===== src/rtl/npu_sram_pkg.sv =====
// Shared sizing and FSM state encoding for the NPU SRAM tile path.
// Latency: n/a (declarations only).
// Backpressure: n/a.
package npu_sram_pkg;

    localparam int DATA_WIDTH         = 8;
    localparam int N_ENTRIES          = 4096;
    localparam int ADDRW              = $clog2(N_ENTRIES);
    localparam int MAX_CHANNELS       = 64;
    localparam int NUM_CHANNELS_WIDTH = $clog2(MAX_CHANNELS + 1);

    typedef enum logic [1:0] {
        IDLE  = 2'd0,
        RUN   = 2'd1,
        DRAIN = 2'd2,
        DONE  = 2'd3
    } tile_state_e;

endpackage


===== src/rtl/stream_fifo2.sv =====
// Two-entry FIFO carrying one row (data + last flag) per entry.
// Latency: a pushed entry is visible at the head the cycle after the push.
// Backpressure: head held until i_pop_rdy; push and pop in one cycle both act, even when full.
//
// Ports: i_clk/i_rst (sync, active-high), i_push_vld/i_push_dat write side,
//        o_pop_vld/o_pop_dat head, i_pop_rdy consumer ready, o_count occupancy (0..2).
module stream_fifo2 #(
    parameter int WIDTH = 8
) (
    input  logic             i_clk,
    input  logic             i_rst,
    input  logic             i_push_vld,
    input  logic [WIDTH-1:0] i_push_dat,
    output logic             o_pop_vld,
    output logic [WIDTH-1:0] o_pop_dat,
    input  logic             i_pop_rdy,
    output logic [1:0]       o_count
);

    logic [WIDTH-1:0] r_mem [2];
    logic             r_wr_ptr;
    logic             r_rd_ptr;
    logic [1:0]       r_count;

    logic w_pop;
    logic w_push;

    assign w_pop  = i_pop_rdy && (r_count != 2'd0);
    // When full, the slot being written is the one leaving this cycle.
    assign w_push = i_push_vld && ((r_count != 2'd2) || w_pop);

    always_ff @(posedge i_clk) begin
        if (i_rst) begin
            r_wr_ptr <= 1'b0;
            r_rd_ptr <= 1'b0;
            r_count  <= 2'd0;
        end else begin
            if (w_push) begin
                r_wr_ptr <= ~r_wr_ptr;
            end
            if (w_pop) begin
                r_rd_ptr <= ~r_rd_ptr;
            end
            r_count <= r_count + {1'b0, w_push} - {1'b0, w_pop};
        end
    end

    // Storage needs no reset: the head is only observed while o_pop_vld is high.
    always_ff @(posedge i_clk) begin
        if (w_push) begin
            r_mem[r_wr_ptr] <= i_push_dat;
        end
    end

    assign o_pop_vld = (r_count != 2'd0);
    assign o_pop_dat = r_mem[r_rd_ptr];
    assign o_count   = r_count;

endmodule


===== src/rtl/sram_tile_reader.sv =====
// Reads a rows x channels tile from a multi-lane SRAM and streams one row per beat.
// Latency: start at edge 0 -> SRAM read in cycle 1 -> data back cycle 2 -> out_valid_o cycle 3.
// Backpressure: out_ready_i low stalls the head; reads are throttled so at most 2 rows are outstanding.
//
// Ports: clk_i/rst_i; start_i + base/stride/rows/channels configuration; busy_o/done_o status;
//        sram_* read request (en, we=0, lane count, packed per-lane addresses) and response
//        (sram_data_i, sram_ready_i); out_valid_o/out_ready_i/out_data_o/out_last_o row stream.
module sram_tile_reader #(
    parameter int DATA_WIDTH         = npu_sram_pkg::DATA_WIDTH,
    parameter int N_ENTRIES          = npu_sram_pkg::N_ENTRIES,
    parameter int ADDRW              = $clog2(N_ENTRIES),
    parameter int MAX_CHANNELS       = npu_sram_pkg::MAX_CHANNELS,
    parameter int NUM_CHANNELS_WIDTH = $clog2(MAX_CHANNELS + 1),
    parameter int ROWW               = 12
) (
    input  logic                               clk_i,
    input  logic                               rst_i,
    input  logic                               start_i,
    input  logic [ADDRW-1:0]                   base_addr_i,
    input  logic [ADDRW-1:0]                   row_stride_i,
    input  logic [ROWW-1:0]                    num_rows_i,
    input  logic [NUM_CHANNELS_WIDTH-1:0]      num_channels_i,
    output logic                               busy_o,
    output logic                               done_o,
    output logic                               sram_en_o,
    output logic                               sram_we_o,
    output logic [NUM_CHANNELS_WIDTH-1:0]      sram_num_channels_o,
    output logic [ADDRW*MAX_CHANNELS-1:0]      sram_addr_o,
    input  logic [DATA_WIDTH*MAX_CHANNELS-1:0] sram_data_i,
    input  logic                               sram_ready_i,
    output logic                               out_valid_o,
    input  logic                               out_ready_i,
    output logic [DATA_WIDTH*MAX_CHANNELS-1:0] out_data_o,
    output logic                               out_last_o
);

    import npu_sram_pkg::*;

    localparam int RWID = DATA_WIDTH * MAX_CHANNELS;

    tile_state_e r_state;
    tile_state_e w_state_nxt;

    logic [ADDRW-1:0]              r_stride;
    logic [ROWW-1:0]               r_rows;
    logic [NUM_CHANNELS_WIDTH-1:0] r_nch;
    logic [ADDRW-1:0]              r_row_addr;
    logic [ROWW-1:0]               r_issue_cnt;
    logic [ROWW-1:0]               r_recv_cnt;
    logic [1:0]                    r_inflight;

    logic [NUM_CHANNELS_WIDTH-1:0] w_nch_clamped;
    logic                          w_zero_cfg;
    logic                          w_rows_left;
    logic                          w_pop;
    logic [2:0]                    w_credit;
    logic                          w_issue;
    logic                          w_last_issue;
    logic                          w_accept;
    logic                          w_recv_last;
    logic [RWID-1:0]               w_push_data;
    logic [ADDRW*MAX_CHANNELS-1:0] w_addr;
    logic                          w_fifo_vld;
    logic [RWID:0]                 w_fifo_head;
    logic [1:0]                    w_fifo_count;
    logic                          w_head_last;

    assign w_nch_clamped = (num_channels_i > NUM_CHANNELS_WIDTH'(MAX_CHANNELS))
                         ? NUM_CHANNELS_WIDTH'(MAX_CHANNELS) : num_channels_i;

    assign w_zero_cfg   = (r_rows == '0) || (r_nch == '0);
    assign w_rows_left  = (r_issue_cnt != r_rows);
    assign w_pop        = w_fifo_vld && out_ready_i;
    // Rows already committed after this cycle's pop: queued plus still in the SRAM pipe.
    assign w_credit     = {1'b0, w_fifo_count} - {2'b00, w_pop} + {1'b0, r_inflight};
    assign w_issue      = (r_state == RUN) && !w_zero_cfg && w_rows_left && (w_credit < 3'd2);
    assign w_last_issue = w_issue && (r_issue_cnt == r_rows - ROWW'(1));
    // A response with nothing in flight is stale (e.g. a read issued just before reset).
    assign w_accept     = sram_ready_i && (r_inflight != 2'd0);
    assign w_recv_last  = (r_recv_cnt == r_rows - ROWW'(1));
    assign w_head_last  = w_fifo_head[RWID];

    always_comb begin
        w_addr      = '0;
        w_push_data = '0;
        for (int c = 0; c < MAX_CHANNELS; c++) begin
            if (c < int'(r_nch)) begin
                w_addr[c*ADDRW +: ADDRW]           = r_row_addr + ADDRW'(c);
                w_push_data[c*DATA_WIDTH +: DATA_WIDTH] = sram_data_i[c*DATA_WIDTH +: DATA_WIDTH];
            end
        end
    end

    always_ff @(posedge clk_i) begin
        if (rst_i) begin
            r_state <= IDLE;
        end else begin
            r_state <= w_state_nxt;
        end
    end

    always_comb begin
        w_state_nxt = r_state;
        case (r_state)
            IDLE:    if (start_i) w_state_nxt = RUN;
            RUN: begin
                if (w_zero_cfg) begin
                    w_state_nxt = DONE;
                end else if (w_last_issue) begin
                    w_state_nxt = DRAIN;
                end
            end
            DRAIN:   if (w_pop && w_head_last) w_state_nxt = DONE;
            DONE:    w_state_nxt = IDLE;
            default: w_state_nxt = IDLE;
        endcase
    end

    always_ff @(posedge clk_i) begin
        if (rst_i) begin
            r_stride    <= '0;
            r_rows      <= '0;
            r_nch       <= '0;
            r_row_addr  <= '0;
            r_issue_cnt <= '0;
            r_recv_cnt  <= '0;
            r_inflight  <= 2'd0;
        end else begin
            if ((r_state == IDLE) && start_i) begin
                r_stride    <= row_stride_i;
                r_rows      <= num_rows_i;
                r_nch       <= w_nch_clamped;
                r_row_addr  <= base_addr_i;
                r_issue_cnt <= '0;
                r_recv_cnt  <= '0;
            end else begin
                if (w_issue) begin
                    r_row_addr  <= r_row_addr + r_stride;
                    r_issue_cnt <= r_issue_cnt + ROWW'(1);
                end
                if (w_accept) begin
                    r_recv_cnt <= r_recv_cnt + ROWW'(1);
                end
            end
            r_inflight <= r_inflight + {1'b0, w_issue} - {1'b0, w_accept};
        end
    end

    stream_fifo2 #(
        .WIDTH(RWID + 1)
    ) u_fifo (
        .i_clk      (clk_i),
        .i_rst      (rst_i),
        .i_push_vld (w_accept),
        .i_push_dat ({w_recv_last, w_push_data}),
        .o_pop_vld  (w_fifo_vld),
        .o_pop_dat  (w_fifo_head),
        .i_pop_rdy  (out_ready_i),
        .o_count    (w_fifo_count)
    );

    assign busy_o              = (r_state == RUN) || (r_state == DRAIN);
    assign done_o              = (r_state == DONE);
    assign sram_en_o           = w_issue;
    assign sram_we_o           = 1'b0;
    assign sram_num_channels_o = r_nch;
    assign sram_addr_o         = w_addr;
    assign out_valid_o         = w_fifo_vld;
    assign out_data_o          = w_fifo_vld ? w_fifo_head[RWID-1:0] : '0;
    assign out_last_o          = w_fifo_vld && w_head_last;

endmodule

===== config.mk =====
export PLATFORM = sky130hd
export DESIGN_NAME = sram_tile_reader
export DESIGN_NICKNAME = d
export VERILOG_FILES = /design/src/rtl/npu_sram_pkg.sv /design/src/rtl/stream_fifo2.sv /design/src/rtl/sram_tile_reader.sv
export SDC_FILE = /design/constraint.sdc
export NUM_CORES = 2
export LEC_CHECK = 0
export ABC_AREA = 1
export CORE_AREA = 2 2 713 715
export CTS_CLUSTER_SIZE = 30
export DETAILED_ROUTE_END_ITERATION = 8
export DIE_AREA = 0 0 715 717
export GPL_ROUTABILITY_DRIVEN = 0
export PLACE_DENSITY = 0.39
export SLEW_MARGIN = 30
export SYNTH_ARGS = -nofsm -noshare
export SYNTH_HDL_FRONTEND = slang
export SYNTH_SLANG_ARGS = --single-unit

===== constraint.sdc =====
create_clock -name clk_i -period 33.1 [get_ports clk_i]
set_input_delay 6.62 -clock clk_i [delete_from_list [all_inputs] [get_ports clk_i]]
set_output_delay 6.62 -clock clk_i [all_outputs]
set_load 0.01 [all_outputs]

* Word level (Yosys, flattened, before mapping)
Memory sizes are Yosys's and may differ from the RTL's. A register that Yosys moved wholly into a read port is not among the register bits.
Cells that the tools add are included.
** Cells by class
- Reduce and logical (&&, ||, !) cells :: 22
- Equal/unequal tests :: 10
- $add $sub $neg :: 73
- Multiplexer cells :: 141
- Order comparisons :: 66
- Bitwise logic cells :: 2
** Operators by type and width (number)
- 2-to-1 mux 12 bit :: 66
- 2-to-1 mux 512 bit :: 1
- 2-to-1 mux 8 bit :: 64
- adder 12 x 6 -> 12 bit, second input constant :: 32
- less-than comparator 6 x 7 -> 1 bit, first input constant :: 32
- adder 12 x 5 -> 12 bit, second input constant :: 16
- less-than comparator 5 x 7 -> 1 bit, first input constant :: 16
- adder 12 x 4 -> 12 bit, second input constant :: 8
- less-than comparator 4 x 7 -> 1 bit, first input constant :: 8
- adder 12 x 3 -> 12 bit, second input constant :: 4
- adder 12 x 1 -> 12 bit, second input constant :: 3
- less-than comparator 3 x 7 -> 1 bit, first input constant :: 4
- adder 12 x 2 -> 12 bit, second input constant :: 2
- equality test 12 bit :: 2
- less-than comparator 1 x 7 -> 1 bit, first input constant :: 2
- less-than comparator 2 x 7 -> 1 bit, first input constant :: 2
- adder 12 bit :: 1
- logical NOT 12 bit :: 1
- inequality test 12 bit :: 1
- subtractor 12 x 1 -> 12 bit, second input constant :: 1
- logical AND 1 bit :: 10
- 2-to-1 mux 2 bit :: 4
- one-hot mux 2 bit (4 select lines) :: 1
- greater-than comparator 7 bit, second input constant :: 1
- 19 further kinds :: 32
** Storage, ports and cells
- Flip-flop bits (word level) :: 75
- Bits in writable memories :: 1026
- Logic and storage cells :: 326
- Memories kept :: 1
** Memories
- u_fifo.r_mem :: depth 2, width 513, read ports 1, clocked after Yosys merged registers in 1, wr ports 1, line stream_fifo2.sv:20 : logic [WIDTH-1:0] r_mem [2];

* Logic depth before layout (Yosys ltp)
- Depth in word-level cells :: 10
- Mapped depth :: 16

* By module
A second synthesis with hierarchy kept.
** Second synthesis, totals
- Cells, all modules :: 6639
- Area, all modules :: 60635.7 µm²
** Modules (own cells, without submodules)
- stream_fifo2 :: cells an instance 1634, times used 1, area each 37452.2 µm², sequential area each 30909.6 µm²
- sram_tile_reader :: cells an instance 5005, times used 1, area each 23183.5 µm², sequential area each 1421.4 µm²

* Worst setup path before layout
Ideal clock, no wire load.
- Kind :: input -> register
- From :: in sram_ready_i
- To :: mem u_fifo.r_mem[1][0] (netlist bit) (enable)
- Data required time :: 31699 ps
- Setup slack :: 3360 ps
- Stages on the path :: 4
- Arrival :: 28339 ps
- Path buffers :: 0
- Path through :: o21ai_0 a31oi_1 inv_1 nor2_1
** Between the ends
- Longest elaborated chain between the ends :: 4
** Ends and longest elaborated chain
- from (decl) :: line sram_tile_reader.sv:30 : input logic sram_ready_i,
- logical AND 1 bit :: line sram_tile_reader.sv:79 : assign w_accept = sram_ready_i && (r_inflight != 2'd0);
- logical AND 1 bit :: line stream_fifo2.sv:30 : assign w_push = i_push_vld && ((r_count != 2'd2) || w_pop);
- named net u_fifo.w_push :: line stream_fifo2.sv:26 : logic w_push;
- 2-to-1 mux 1 bit :: line stream_fifo2.sv:50 : if (w_push) begin
- 2-to-1 mux 1 bit (implied by the code) :: line stream_fifo2.sv:51 : r_mem[r_wr_ptr] <= i_push_dat;
- to (decl) :: line stream_fifo2.sv:20
The timed path passes the listed nets, and every way through them passes these cells.

* Worst setup path in the final report
- From :: in out_ready_i
- To :: out sram_en_o
** Between the ends
- Longest elaborated chain between the ends :: 5
** Ends and longest elaborated chain
- from (decl) :: line sram_tile_reader.sv:32 : input logic out_ready_i,
- logical AND 1 bit
- named net u_fifo.w_pop :: line stream_fifo2.sv:25 : logic w_pop;
- subtractor 2 x 1 -> 3 bit :: line sram_tile_reader.sv:75 : assign w_credit = {1'b0, w_fifo_count} - {2'b00, w_pop} + {1'b0, r_inflight};
- adder 3 x 2 -> 3 bit :: line sram_tile_reader.sv:75
- less-than comparator 3 x 2 -> 1 bit :: line sram_tile_reader.sv:76 : assign w_issue = (r_state == RUN) && !w_zero_cfg && w_rows_left && (w_credit < 3'd2);
- logical AND 1 bit :: line sram_tile_reader.sv:76
- to (decl) :: line sram_tile_reader.sv:25 : output logic sram_en_o,
The timed path passes the listed nets, and every way through them passes these cells.

==> summary.md <==
| Metric | Value |
|---|---|
| Outcome | finished, final reports clean |
| Peak fanout along the critical path | 13 |
| Core box area | 505000 µm² |
| Total grt overflow | 0 |
| Final Critical Period | 16.64 ns |
| CP delay by family, top | buffers and inverters |
| Die W | 715 µm |
| Max-cap violations | 0 |
| DRC | 0 |
| CTS H-tree depth | 4 |
| RSZ-0062 raised after global routing | no |
| Post-synth EDFFs | 1026 |
| Placed Area | 84800 µm² |
| Design Area, Final | 89900 µm² |
| Yosys warns | 0 |
| Rows | 261 |
| Antenna violations before repair | 339 |
| Worst Path Arrival | 10.02 ns |
| Register area | 32400 µm² |
| Drt wl/cell | 39.2 µm |
| Area leader, netlist | edfxtp_1 |
| Main synth FF type | edfxtp_1 |
| Clock Skew | 0.0477 ns |
| Worst path depth | 12 |
| Syn Std Cell Area | 57200 µm² |
| Post-detailed-routing wire length | 604000 µm |
| Total CTS buffers | 152 |
| Vias in the first global route | 54337 |
| HPWL after DPL | 489000 µm |
| Worst setup EP type | output port |
| Critical path data required time | 26.48 ns |
| Fin. Hold Viols | 0 |
| Max Fclk | 0.0601 GHz |
| #FFs+latches synth | 1102 |
| Share of layout cells above drive strength 1 | 6.77% |
| Overall global routing resource usage | 22.4% |
| Kind of critical path | in2out |
| DRT Pass-1 Iters | 5 |
| Area of the multi-input gates | 20500 µm² |
| Avg Cell Area, Syn | 8.53 µm² |
| Clk_lat worst skew | 0.88 ns |
| Layout area overhead | 57.0% |
| Startpoint types | input port |
| Largest net degree at the start of global routing | 100 |
| Slew HR | 19.6% |
| Actual transition at the worst max-transition pin | 1.20 ns |
| CP bufs+invs | 5 |
| R2r worst-path depth | 8 |
| Port buffer count | 1851 |
| Busiest layer in global routing | met2 |
| Yosys top cell area share | 53.8% |
| Die height | 717 µm |
| Via/cell ratio | 3.88 |
| IO Count | 1853 |
| Distinct cell type count after synthesis | 52 |
| Fill cell count | 56548 |
| GR Util met1 | 26.0% |
| Hold depth | 1 |
| TNS Setup | 0 ns |
| Clock sinks | 1102 |
| First-pass GRT wire length | 720000 µm |
| Met2 GRT Util | 34.0% |
| PwrDens | 94.0 nW/µm² |
| Cells after synthesis | 6710 |
| CTS tree | yes |
| Post-CTS setup buffer count | 0 |
| Root buf cell | clkbuf_16 |
| Crit path cell chain | clkdlybuf4s50_1 -> inv_1 -> nor2_1 -> ha_1 -> inv_1 -> nand2_1 -> fa_1 -> o21ai_0 -> a21oi_1 -> nand3_4 -> inv_2 -> clkdlybuf4s50_1 |
| Lkg Pwr | 32.9 nW |
| Syn Nets | 7321 |
| Hold buffers post-CTS | 0 |
| # setup viols final | 0 |
| DR vias | 59823 |
| Max-slew violations | 0 |
| Sequential share of the synthesized area | 56.5% |
| Die area | 513000 µm² |
| Peak supply drop | 0.0830 mV |
| Crit-path slowest cell | clkdlybuf4s50_1 |
| Hold WC Path Type | reg2reg |
| Largest stage delay, worst path | 0.80 ns |
| Final core utilization | 17.8% |
| Asr flop ratio synth | 0% |
| Met3 Usage GRT | 11.6% |
| DR iter-0 viols | 6453 |
| Fin crit share | 50.3% |
| Layout Nets | 9105 |
| Post-DRT Antenna Nets | 0 |
| Clk buf depth | 4 |
| Starting density of the core | 11.3% |
| Top cells by area, synth | edfxtp_1 (54%), nand2_1 (9.0%), nor2_1 (8.1%) |
| Clock Pin Slew Worst Setup and Hold Paths | 0.05 ns |
| Resized cells post-CTS | 0 |
==> cell usage after synthesis (all sizes together), types with 5 or more instances <==
| library cell | n |
|---|---|
| xor2 | 103 |
| o21a | 7 |
| a21oi | 844 |
| nor2 | 1260 |
| a211oi | 100 |
| o211ai | 7 |
| xnor2 | 16 |
| o211a | 8 |
| buf | 124 |
| dfxtp | 76 |
| nor3 | 190 |
| o22ai | 7 |
| nand4 | 5 |
| a2111oi | 24 |
| o21ai | 177 |
| nand2 | 1388 |
| a22o | 11 |
| inv | 875 |
| edfxtp | 1026 |
| clkbuf | 307 |
| nand3 | 39 |
| ha | 49 |
| nor3b | 13 |
| nor4 | 12 |
| a311oi | 12 |
| clkinv | 11 |
==> per-layer routing <==
metal  part of all wire, %  wire length [µm]
met1                    38            231000
met2                    43            261000
met3                    13             77500
met4                   5.6             33500
met5                  0.14               821
==> through the flow <==
stage / power [mW] / setup WS [ns] / hold WS, ns / std cells
6_report: 8.44 / 16.46 / 0.462 / 15417
4_1_cts: 8.56 / 16.46 / 0.457 / 15304
2_1_floorplan: 3.62 / 3.36 / 0.426 / 6710
3_5_place_dp: 6.91 / 16.48 / 0.450 / 15045
3_3_place_gp: 6.92 / 16.37 / 0.450 / 15039
5_1_grt: 8.74 / 16.31 / 0.479 / 15341
==> layout by cell type (no fill, tap or decap), types with 10 or more instances in the layout <==
master / n
inv_1: 836
xnor2_1: 13
clkbuf_16: 153
clkbuf_1: 32
nor2_1: 1229
a2111oi_0: 16
o21ai_0: 131
nor3_1: 189
edfxtp_1: 1026
ha_1: 47
a311oi_1: 12
inv_2: 36
nand2_1: 1379
clkinv_1: 36
nor4_1: 12
dfxtp_1: 62
clkinv_2: 13
nor3b_1: 13
a22o_1: 11
xor2_1: 98
a211oi_1: 100
o21ai_4: 32
a21oi_4: 11
dfxtp_4: 13
nor2_4: 17
o21ai_1: 10
a21oi_1: 833
clkdlybuf4s50_1: 1840
buf_4: 201
diode_2: 112
nor2_2: 11
nand3_1: 38
==> final cells by class <==
| type | count | area share (%) |
|---|---|---|
| diodes | 112 | 0.312 |
| well taps | 6706 | 9.34 |
| flip-flops and latches | 1102 | 36.0 |
| clock buffers | 185 | 4.39 |
| repair buffers | 2061 | 22.5 |
| multi-input cells | 4291 | 22.8 |
| inverters | 886 | 3.73 |
| clock inverters | 74 | 0.880 |
==> flip-flops by register name, summed over array words and instances, names as in the netlist, 7 cells and up, named ones only <==
register / cells
u_fifo.r_mem: 1026
r_issue_cnt: 12
r_recv_cnt: 12
r_row_addr: 12
r_rows: 12
r_stride: 12
sram_num_channels_o: 7
==> cell families after synthesis <==
logic type | synth area share (%)
adder cells (fa/ha/maj) | 1.14
flip-flops | 56.5
AO/OA/AOI/OAI | 11.6
AND/OR/NAND/NOR | 20.1
buffers and inverters | 8.89
XOR/XNOR | 1.82
other | 0.00655
==> report_power, final <==
| group | internal (mW) | switching, mW | total (mW) |
|---|---|---|---|
| logic | 1.33 | 3.62 | 4.95 |
| registers | 1.76 | 0.117 | 1.88 |
| clock network | 0.919 | 0.699 | 1.62 |
| total | 4.01 | 4.44 | 8.44 |
==> final timing paths <==
check                                     start                   end  slack (ns)
worst min register to register  u_fifo.r_rd_ptr       u_fifo.r_rd_ptr        0.46
worst max-delay path                out_ready_i             sram_en_o       16.46
worst max register to register    r_inflight[1]  u_fifo.r_mem[1][105]       27.97
worst min-delay path            u_fifo.r_rd_ptr       u_fifo.r_rd_ptr        0.46
Power figures use the tool's default switching activity.
